### src/rtl/nap_tx_arbiter_if.sv
// Stream bundle between the packet sources, the tx arbiter and the NAP.
// The req_* signals carry NUM_REQ packed requester lanes; tx_* is the shared NAP lane.
// modport slave  : arbiter view (consumes requester beats, produces the NAP stream).
// modport master : environment view (sources drive req_*, the NAP drives tx_ready).
interface nap_tx_arbiter_if #(
  parameter int unsigned NUM_REQ = 4,
  parameter int unsigned DATA_W  = 256,
  parameter int unsigned ADDR_W  = 4
);
  logic [NUM_REQ-1:0]        req_valid;
  logic [NUM_REQ-1:0]        req_ready;
  logic [NUM_REQ*DATA_W-1:0] req_data;
  logic [NUM_REQ*ADDR_W-1:0] req_addr;
  logic [NUM_REQ-1:0]        req_sop;
  logic [NUM_REQ-1:0]        req_eop;
  logic                      tx_valid;
  logic                      tx_ready;
  logic [DATA_W-1:0]         tx_data;
  logic [ADDR_W-1:0]         tx_addr;
  logic                      tx_sop;
  logic                      tx_eop;

  modport slave (
    input  req_valid, req_data, req_addr, req_sop, req_eop, tx_ready,
    output req_ready, tx_valid, tx_data, tx_addr, tx_sop, tx_eop
  );

  modport master (
    output req_valid, req_data, req_addr, req_sop, req_eop, tx_ready,
    input  req_ready, tx_valid, tx_data, tx_addr, tx_sop, tx_eop
  );
endinterface

### src/rtl/nap_tx_arbiter.sv
// Packet-aware round-robin arbiter sharing one NAP tx stream among NUM_REQ sources.
// A grant is taken in IDLE and held from the sop beat through the accepted eop beat,
// so packets never interleave. The owner's beat is muxed combinationally onto tx.
// Optional build macro: PKT_STATS_EN adds per-requester packet counters on pkt_count;
// when undefined pkt_count reads 0 and no counter registers exist.
module nap_tx_arbiter #(
  parameter int unsigned NUM_REQ = 4,
  parameter int unsigned DATA_W  = 256,
  parameter int unsigned ADDR_W  = 4,
  parameter int unsigned CNT_W   = 16
) (
  input  logic                     clk,
  input  logic                     resetn,
  nap_tx_arbiter_if.slave          bus,
  output logic [NUM_REQ-1:0]       grant,
  output logic                     busy,
  output logic [NUM_REQ*CNT_W-1:0] pkt_count
);

  localparam int unsigned IDX_W = (NUM_REQ > 1) ? $clog2(NUM_REQ) : 1;

  typedef enum logic {
    IDLE,
    BUSY
  } state_t;

  state_t           state, state_nxt;
  logic [IDX_W-1:0] owner, owner_nxt;
  logic [IDX_W-1:0] rr_ptr, rr_ptr_nxt;
  logic [IDX_W-1:0] cand;
  logic [IDX_W-1:0] pick_idx;
  logic             pick_found;
  logic             tx_valid_c;
  logic             beat_fire;
  logic             eop_fire;
  logic [NUM_REQ-1:0] req_ready_c;
  logic [DATA_W-1:0]  tx_data_c;
  logic [ADDR_W-1:0]  tx_addr_c;
  logic               tx_sop_c;
  logic               tx_eop_c;

  // (base + off) mod NUM_REQ for off < NUM_REQ, without a divider
  function automatic logic [IDX_W-1:0] wrap_add(input logic [IDX_W-1:0] base,
                                                input int unsigned off);
    int unsigned s;
    s = 32'(base) + off;
    if (s >= NUM_REQ) s = s - NUM_REQ;
    return IDX_W'(s);
  endfunction

  // Round-robin search: first valid requester at or after rr_ptr, wrapping
  always_comb begin
    pick_found = 1'b0;
    pick_idx   = '0;
    cand       = '0;
    for (int unsigned k = 0; k < NUM_REQ; k++) begin
      cand = wrap_add(rr_ptr, k);
      if (!pick_found && bus.req_valid[cand]) begin
        pick_found = 1'b1;
        pick_idx   = cand;
      end
    end
  end

  // Owner's beat onto the NAP lane; only the owner sees tx_ready
  always_comb begin
    tx_valid_c  = 1'b0;
    tx_data_c   = '0;
    tx_addr_c   = '0;
    tx_sop_c    = 1'b0;
    tx_eop_c    = 1'b0;
    req_ready_c = '0;
    if (state == BUSY) begin
      tx_valid_c         = bus.req_valid[owner];
      tx_data_c          = bus.req_data[32'(owner)*DATA_W +: DATA_W];
      tx_addr_c          = bus.req_addr[32'(owner)*ADDR_W +: ADDR_W];
      tx_sop_c           = bus.req_sop[owner];
      tx_eop_c           = bus.req_eop[owner];
      req_ready_c[owner] = bus.tx_ready;
    end
  end

  assign beat_fire = tx_valid_c & bus.tx_ready;
  assign eop_fire  = beat_fire & tx_eop_c;

  assign bus.tx_valid  = tx_valid_c;
  assign bus.tx_data   = tx_data_c;
  assign bus.tx_addr   = tx_addr_c;
  assign bus.tx_sop    = tx_sop_c;
  assign bus.tx_eop    = tx_eop_c;
  assign bus.req_ready = req_ready_c;

  // Next-state: grab in IDLE, release after the accepted eop beat
  always_comb begin
    state_nxt  = state;
    owner_nxt  = owner;
    rr_ptr_nxt = rr_ptr;
    case (state)
      IDLE: begin
        if (pick_found) begin
          state_nxt = BUSY;
          owner_nxt = pick_idx;
        end
      end
      BUSY: begin
        if (eop_fire) begin
          state_nxt  = IDLE;
          rr_ptr_nxt = wrap_add(owner, 1);
        end
      end
      default: state_nxt = IDLE;
    endcase
  end

  // State register with synchronous active-low reset
  always_ff @(posedge clk) begin
    if (!resetn) begin
      state  <= IDLE;
      owner  <= '0;
      rr_ptr <= '0;
    end else begin
      state  <= state_nxt;
      owner  <= owner_nxt;
      rr_ptr <= rr_ptr_nxt;
    end
  end

  // One-hot grant decoded from the registered owner
  always_comb begin
    grant = '0;
    if (state == BUSY) grant[owner] = 1'b1;
  end

  assign busy = (state == BUSY);

`ifdef PKT_STATS_EN
  logic [CNT_W-1:0] cnt [NUM_REQ];

  // Count accepted eop beats per requester, wrapping naturally
  always_ff @(posedge clk) begin
    if (!resetn) begin
      for (int unsigned i = 0; i < NUM_REQ; i++) cnt[i] <= '0;
    end else if (eop_fire) begin
      cnt[owner] <= cnt[owner] + CNT_W'(1);
    end
  end

  // Pack the counters onto the flat output
  always_comb begin
    pkt_count = '0;
    for (int unsigned i = 0; i < NUM_REQ; i++) pkt_count[i*CNT_W +: CNT_W] = cnt[i];
  end
`else
  assign pkt_count = '0;
`endif

endmodule
### src/flat_wrapper.sv
// flat-port wrapper written by rule: the top's interface ports become plain ports
module nap_tx_arbiter_flat 
#(
  parameter int unsigned NUM_REQ = 4,
  parameter int unsigned DATA_W  = 256,
  parameter int unsigned ADDR_W  = 4,
  parameter int unsigned CNT_W   = 16
)
  (clk, resetn, grant, busy, pkt_count, bus_req_valid, bus_req_data, bus_req_addr, bus_req_sop, bus_req_eop, bus_tx_ready, bus_req_ready, bus_tx_valid, bus_tx_data, bus_tx_addr, bus_tx_sop, bus_tx_eop);
  nap_tx_arbiter_if #(.NUM_REQ(NUM_REQ), .DATA_W(DATA_W), .ADDR_W(ADDR_W)) bus_i ();
  input  logic clk;
  input  logic resetn;
  output logic [NUM_REQ-1:0] grant;
  output logic busy;
  output logic [NUM_REQ*CNT_W-1:0] pkt_count;
  input wire logic [$bits(bus_i.req_valid)-1:0] bus_req_valid;
  input wire logic [$bits(bus_i.req_data)-1:0] bus_req_data;
  input wire logic [$bits(bus_i.req_addr)-1:0] bus_req_addr;
  input wire logic [$bits(bus_i.req_sop)-1:0] bus_req_sop;
  input wire logic [$bits(bus_i.req_eop)-1:0] bus_req_eop;
  input wire logic [$bits(bus_i.tx_ready)-1:0] bus_tx_ready;
  output wire logic [$bits(bus_i.req_ready)-1:0] bus_req_ready;
  output wire logic [$bits(bus_i.tx_valid)-1:0] bus_tx_valid;
  output wire logic [$bits(bus_i.tx_data)-1:0] bus_tx_data;
  output wire logic [$bits(bus_i.tx_addr)-1:0] bus_tx_addr;
  output wire logic [$bits(bus_i.tx_sop)-1:0] bus_tx_sop;
  output wire logic [$bits(bus_i.tx_eop)-1:0] bus_tx_eop;
  assign bus_i.req_valid = bus_req_valid;
  assign bus_i.req_data = bus_req_data;
  assign bus_i.req_addr = bus_req_addr;
  assign bus_i.req_sop = bus_req_sop;
  assign bus_i.req_eop = bus_req_eop;
  assign bus_i.tx_ready = bus_tx_ready;
  assign bus_req_ready = bus_i.req_ready;
  assign bus_tx_valid = bus_i.tx_valid;
  assign bus_tx_data = bus_i.tx_data;
  assign bus_tx_addr = bus_i.tx_addr;
  assign bus_tx_sop = bus_i.tx_sop;
  assign bus_tx_eop = bus_i.tx_eop;
  nap_tx_arbiter #(.NUM_REQ(NUM_REQ), .DATA_W(DATA_W), .ADDR_W(ADDR_W), .CNT_W(CNT_W)) u_core (.clk(clk), .resetn(resetn), .bus(bus_i), .grant(grant), .busy(busy), .pkt_count(pkt_count));
endmodule
### config.mk
export PLATFORM = sky130hd
export DESIGN_NAME = nap_tx_arbiter_flat
export DESIGN_NICKNAME = d
export VERILOG_FILES = /design/src/rtl/nap_tx_arbiter_if.sv /design/src/rtl/nap_tx_arbiter.sv /design/src/flat_wrapper.sv
export SDC_FILE = /design/constraint.sdc
export NUM_CORES = 1
export LEC_CHECK = 0
export ABC_AREA = 1
export CAP_MARGIN = 15
export CORE_AREA = 8 8 531 533
export DETAILED_ROUTE_END_ITERATION = 12
export DIE_AREA = 0 0 539 541
export SYNTH_ARGS = -nofsm -noshare
export SYNTH_HDL_FRONTEND = slang
export SYNTH_SLANG_ARGS = --single-unit
export TNS_END_PERCENT = 30
### constraint.sdc
create_clock -name clk -period 2.9 [get_ports clk]
set_input_delay 0.435 -clock clk [delete_from_list [all_inputs] [get_ports clk]]
set_output_delay 0.435 -clock clk [all_outputs]
set_load 0.05 [all_outputs]
; ---- After elaboration in Yosys (flattened, before gate mapping)
; Index checks and enable logic that the tools add are counted.
[op_classes]
muxes = 39
magnitude_cmp = 11
shifts = 2
reduce_logical = 9
bitwise = 4
n_addsub = 9
[ops]
columns = op, count
row1 = 1024-bit by 11-bit indexed part select with 256-bit output, 1
row2 = 256-bit 2-to-1 mux, 1
row3 = 2-bit 2-to-1 mux, 9
row4 = 1-bit 2-to-1 mux, 17
row5 = 16-bit by 5-bit indexed part select with 4-bit output, 1
row6 = "2-bit by 3-bit < comparator with 1-bit output, second input constant", 5
row7 = 1-bit binary-select mux with 2-bit select, 7
row8 = "3-bit >= comparator, second input constant", 4
row9 = 4-bit 2-to-1 mux, 3
row10 = "2-bit by 1-bit subtractor with 2-bit output, second input constant", 5
row11 = "2-bit by 1-bit adder with 3-bit output, second input constant", 2
row12 = "2-bit by 2-bit adder with 3-bit output, second input constant", 2
row13 = 4-bit bitwise AND, 1
row14 = 1-bit logical AND, 4
row15 = 2-bit AND reduction, 2
row16 = "2-bit by 3-bit >= comparator with 1-bit output, second input constant", 1
row17 = 1-bit zero test, 3
row18 = 1-bit bitwise AND, 2
row19 = 1-bit demux with 2-bit select, 1
row20 = "2-bit by 1-bit >= comparator with 1-bit output, second input constant", 1
row21 = 1-bit case mux with 2 select lines, 1
row22 = 1-bit inverter, 1
[word_totals]
out_inout_bits = 336
wordCells = 77
input_bits = 1055
regBits = 5

; ---- Logic depth before layout (Yosys ltp)
[logic_depth]
depth_word = 16
ltp_mapped = 11
mapped_depth_nobuf = 11

; ---- Worst setup path before layout
; Ideal clock, no wire load.
[synth_timing]
kind = register to output
startpoint = register u_core.state (netlist: u_core.busy)
endpoint = output port bus_tx_data[100]
required_time_ps = 2465
path_buffers = 3
path_stages_with_launch = 6
slack_ps = 269
arrival_time_ps = 2196
cell_sequence = dfxtp_1 -> inv_1 -> buf_2 -> clkbuf_1 -> clkbuf_1 -> a21oi_1
[synth_via]
elab_chain_cells = 1
[synth_lines]
columns = element, line_no
row1 = "start, declared", nap_tx_arbiter.sv:27  ; state_t state, state_nxt;
row2 = "start signal, assigned", nap_tx_arbiter.sv:122  ; state <= state_nxt;
row3 = 256-bit 2-to-1 mux, nap_tx_arbiter.sv:73  ; if (state == BUSY) begin
row4 = "end, declared", flat_wrapper.sv:24  ; output wire logic [$bits(bus_i.tx_data)-1:0] bus_tx_data;
; No other way between the ends.

; ---- Worst setup path in the final report
[layout_timing]
startpoint = register u_core.owner[0]
endpoint = output port bus_tx_data[2]
[layout_via]
elab_chain_cells = 2
[layout_lines]
columns = element, line_no
row1 = "start, declared", nap_tx_arbiter.sv:28  ; logic [IDX_W-1:0] owner, owner_nxt;
row2 = "start signal, assigned", nap_tx_arbiter.sv:123  ; owner <= owner_nxt;
row3 = 1024-bit by 11-bit indexed part select with 256-bit output, nap_tx_arbiter.sv:75  ; tx_data_c = bus.req_data[32'(owner)*DATA_W +: DATA_W];
row4 = 256-bit 2-to-1 mux, nap_tx_arbiter.sv:73
; No other way between the ends.

==> results.toml <==
[status]
outcome = "complete, but fails checks"
violations = "setup timing"

[route]
vias = 21200
postRouteAntennaNets = 0
drc = 0
met3_length_um = 24700
post_drt_wl_per_cell_um = 31.3
top_layer_used = "met5"
wirelength_um = 222000
drt-initial-drc-count = 1584
wl_met1_um = 88900
viasPerCell = 3.00
dr_wl_met2_um = 97800
drt_first_pass_iters = 7

[critical_path]
crit_path_end_kind = "output port"
start_kind = "flop"
arrival_ns = 2.53
rr_startpoint = "u_core.owner[0]$_SDFFE_PN0P_"
path_max_fanout = 36
critPathLaunch = "u_core.owner[0]$_SDFFE_PN0P_"
cp.required_ns = 2.47
cp_common_cell = "buf_12"
critical_path_class = "reg2out"
worstPathCellList = "inv_12 -> buf_12 -> buf_12 -> o21ai_0 -> a21oi_1 -> buf_12"
cp.buffers_inverters = 4
cpPeakStageDelay_ns = 0.79
cpLargestDelayFamily = "compound AO/OA/AOI/OAI gates"
cp_slowest_cell = "o21ai_0"

[place]
dpl-instance-area_mm2 = 0.0302
io_buffers = 1326
gp_congestion = 1.01
dpl.hpwl_um = 204000
dpl.cell_count = 7027

[clock_network]
cts.sinks = 5
root_buffer = "clkbuf_16"
cts_made_buffers = 3
ctsHtreeMaxLevel = 1
cts_tree = "built"
clock_latency_ns = 0.24
holdBufCountCts = 0
clkTransAtPathRegs_ns = 0.04
cts_buffer_depth = 2

[power]
pwr_density_cell_mw_per_mm2 = 441
power.total_w = 0.0134
irDropWorstVdd_mv = 0.215
p_leak_nw = 10.7

[sta]
whs_ns = 0.628
slew_violations = 0
finalSetupTns_ns = -0.124
fin_skew_ns = 0.00772
timing.final.crit_share_pct = 102
layout_setup_ws_ns = -0.0607
clock.fmax_mhz = 338
tightest_slew_ns = 1.05
relSlewSlack_pct = 29.4
period_needed_ns = 2.96
setup_viol = 4
rsz0062_at_grt = "yes"
hold_viol = 0

[global_route]
grt.overflow.total = 0
grt_pass1_wl_um = 264000
grt_max_degree = 88
grt.total_usage_pct = 14.3
grt_antenna_before_repair = 241
grt_pass1_vias = 20400

[synthesis]
ys_seq_area_share_pct = 1.02
synth_area_per_cell_um2 = 4.44
synth_area_mm2 = 0.00983
netlist_instances = 2213
ys_seq_elements = 5
ys_warn_count = 0
yosysUniqueCellTypes = 22

[min_path]
hp-class = "reg2reg"
worstHoldStart = "u_core.rr_ptr[1]$_SDFFE_PN0P_"

[job]
cap_violations = 0

[finish]
design_area_mm2 = 0.0305
mostFrequentLayoutCells = "clkdlybuf4s50_1 (1055), nor2_1 (1037), o21ai_0 (404), buf_12 (284), a21oi_1 (256)"
layout_commonest_cell = "clkdlybuf4s50_1"
drive_gt1_share_pct = 12.3
fin_cells = 7080
syn2layout_area_growth_pct = 210
final_nets = 4502

[die]
die_w_um = 539
row_count = 192
coreArea_mm2 = 0.273
dieArea_mm2 = 0.292
initial_core_util_pct = 3.60
ios = 1391
dieHeight_um = 541
worst reg2reg max path, stage by stage, from the launching register on:
cell     delay [ns]
dfxtp_4        0.47
buf_12         0.27
buf_12         0.28
nand2_1        0.08
nand3_1        0.08
nand2_1        0.13
nor2_2         0.34
nand3_2        0.29
o21ai_1        0.19
a21oi_1        0.05
synth_stat cells, drive strengths merged:
master,instances,share of area [%]
nand4,1,0.064
o21ai,527,27
inv,18,0.69
nor2,1056,40
a21oi,267,14
conb,1,0.038
buf,149,9.6
nand3,11,0.61
ha,4,0.51
clkbuf,119,4.5
a21boi,2,0.15
nand2,53,2.0
dfxtp,5,1.0
per-stage QoR:
| stage | setup WS, ns | utilization [%] |
|---|---|---|
| after global routing | -0.0364 | 11.2 |
| after detailed placement | -0.347 | 11.1 |
| after floorplan | 0.269 | - |
| after global placement | -1.02 | 10.9 |
| final | -0.0607 | 11.2 |
| after CTS | -0.0422 | 11.1 |
registers in the layout, summed over array words and instances, names as in the netlist:
register       cells
u_core.busy        1
u_core.owner       2
u_core.rr_ptr      2
cell type report:
type                            count  area, um2
Antenna cell                       49        123
Inverter                           18       95.1
Sequential cell                     5        108
Multi-Input combinational cell   1985       8650
Clock buffer                        3       75.1
Timing Repair Buffer             1430      17000
Tap cell                         3589       4490
Fill cell                       31800     242000
Clock inverter                      1       5.00
report_power, final:
part	internal (W)	switching [W]	leakage, nW	total (W)
registers	0.0000804	0.0000331	0.0425	0.000113
clock network	0.000182	0.0000653	0.0412	0.000247
logic	0.00493	0.00816	10.6	0.0131
layer usage:
layer  track usage, %  vias up
met1             17.1     9502
met5                0        -
li1                 -     9636
met2             23.1     1597
met3             6.16      427
met4             4.45       86
cells by family after synthesis:
kind of cell             count (synthesis)  synth area share, %
AO/OA/AOI/OAI                          796                 40.6
adder cells (fa/ha/maj)                  4                0.509
buffers and inverters                  286                 14.8
flip-flops                               5                 1.02
other                                    1               0.0381
AND/OR/NAND/NOR                       1121                 43.1
final timing paths:
path	to	slack, ns	cells past startpoint
max reg2reg	u_core.rr_ptr[0]$_SDFFE_PN0P_	0.61	9
min	u_core.rr_ptr[1]$_SDFFE_PN0P_	0.63	2
max	bus_tx_data[2]	-0.06	6
min reg2reg	u_core.rr_ptr[1]$_SDFFE_PN0P_	0.63	2
what timing repair did:
item,CTS,global route
resized for setup,77,25
buffers inserted,0,0
setup endpoints to repair,65,34
pin swaps,0,1
Power figures use the tool's default switching activity.
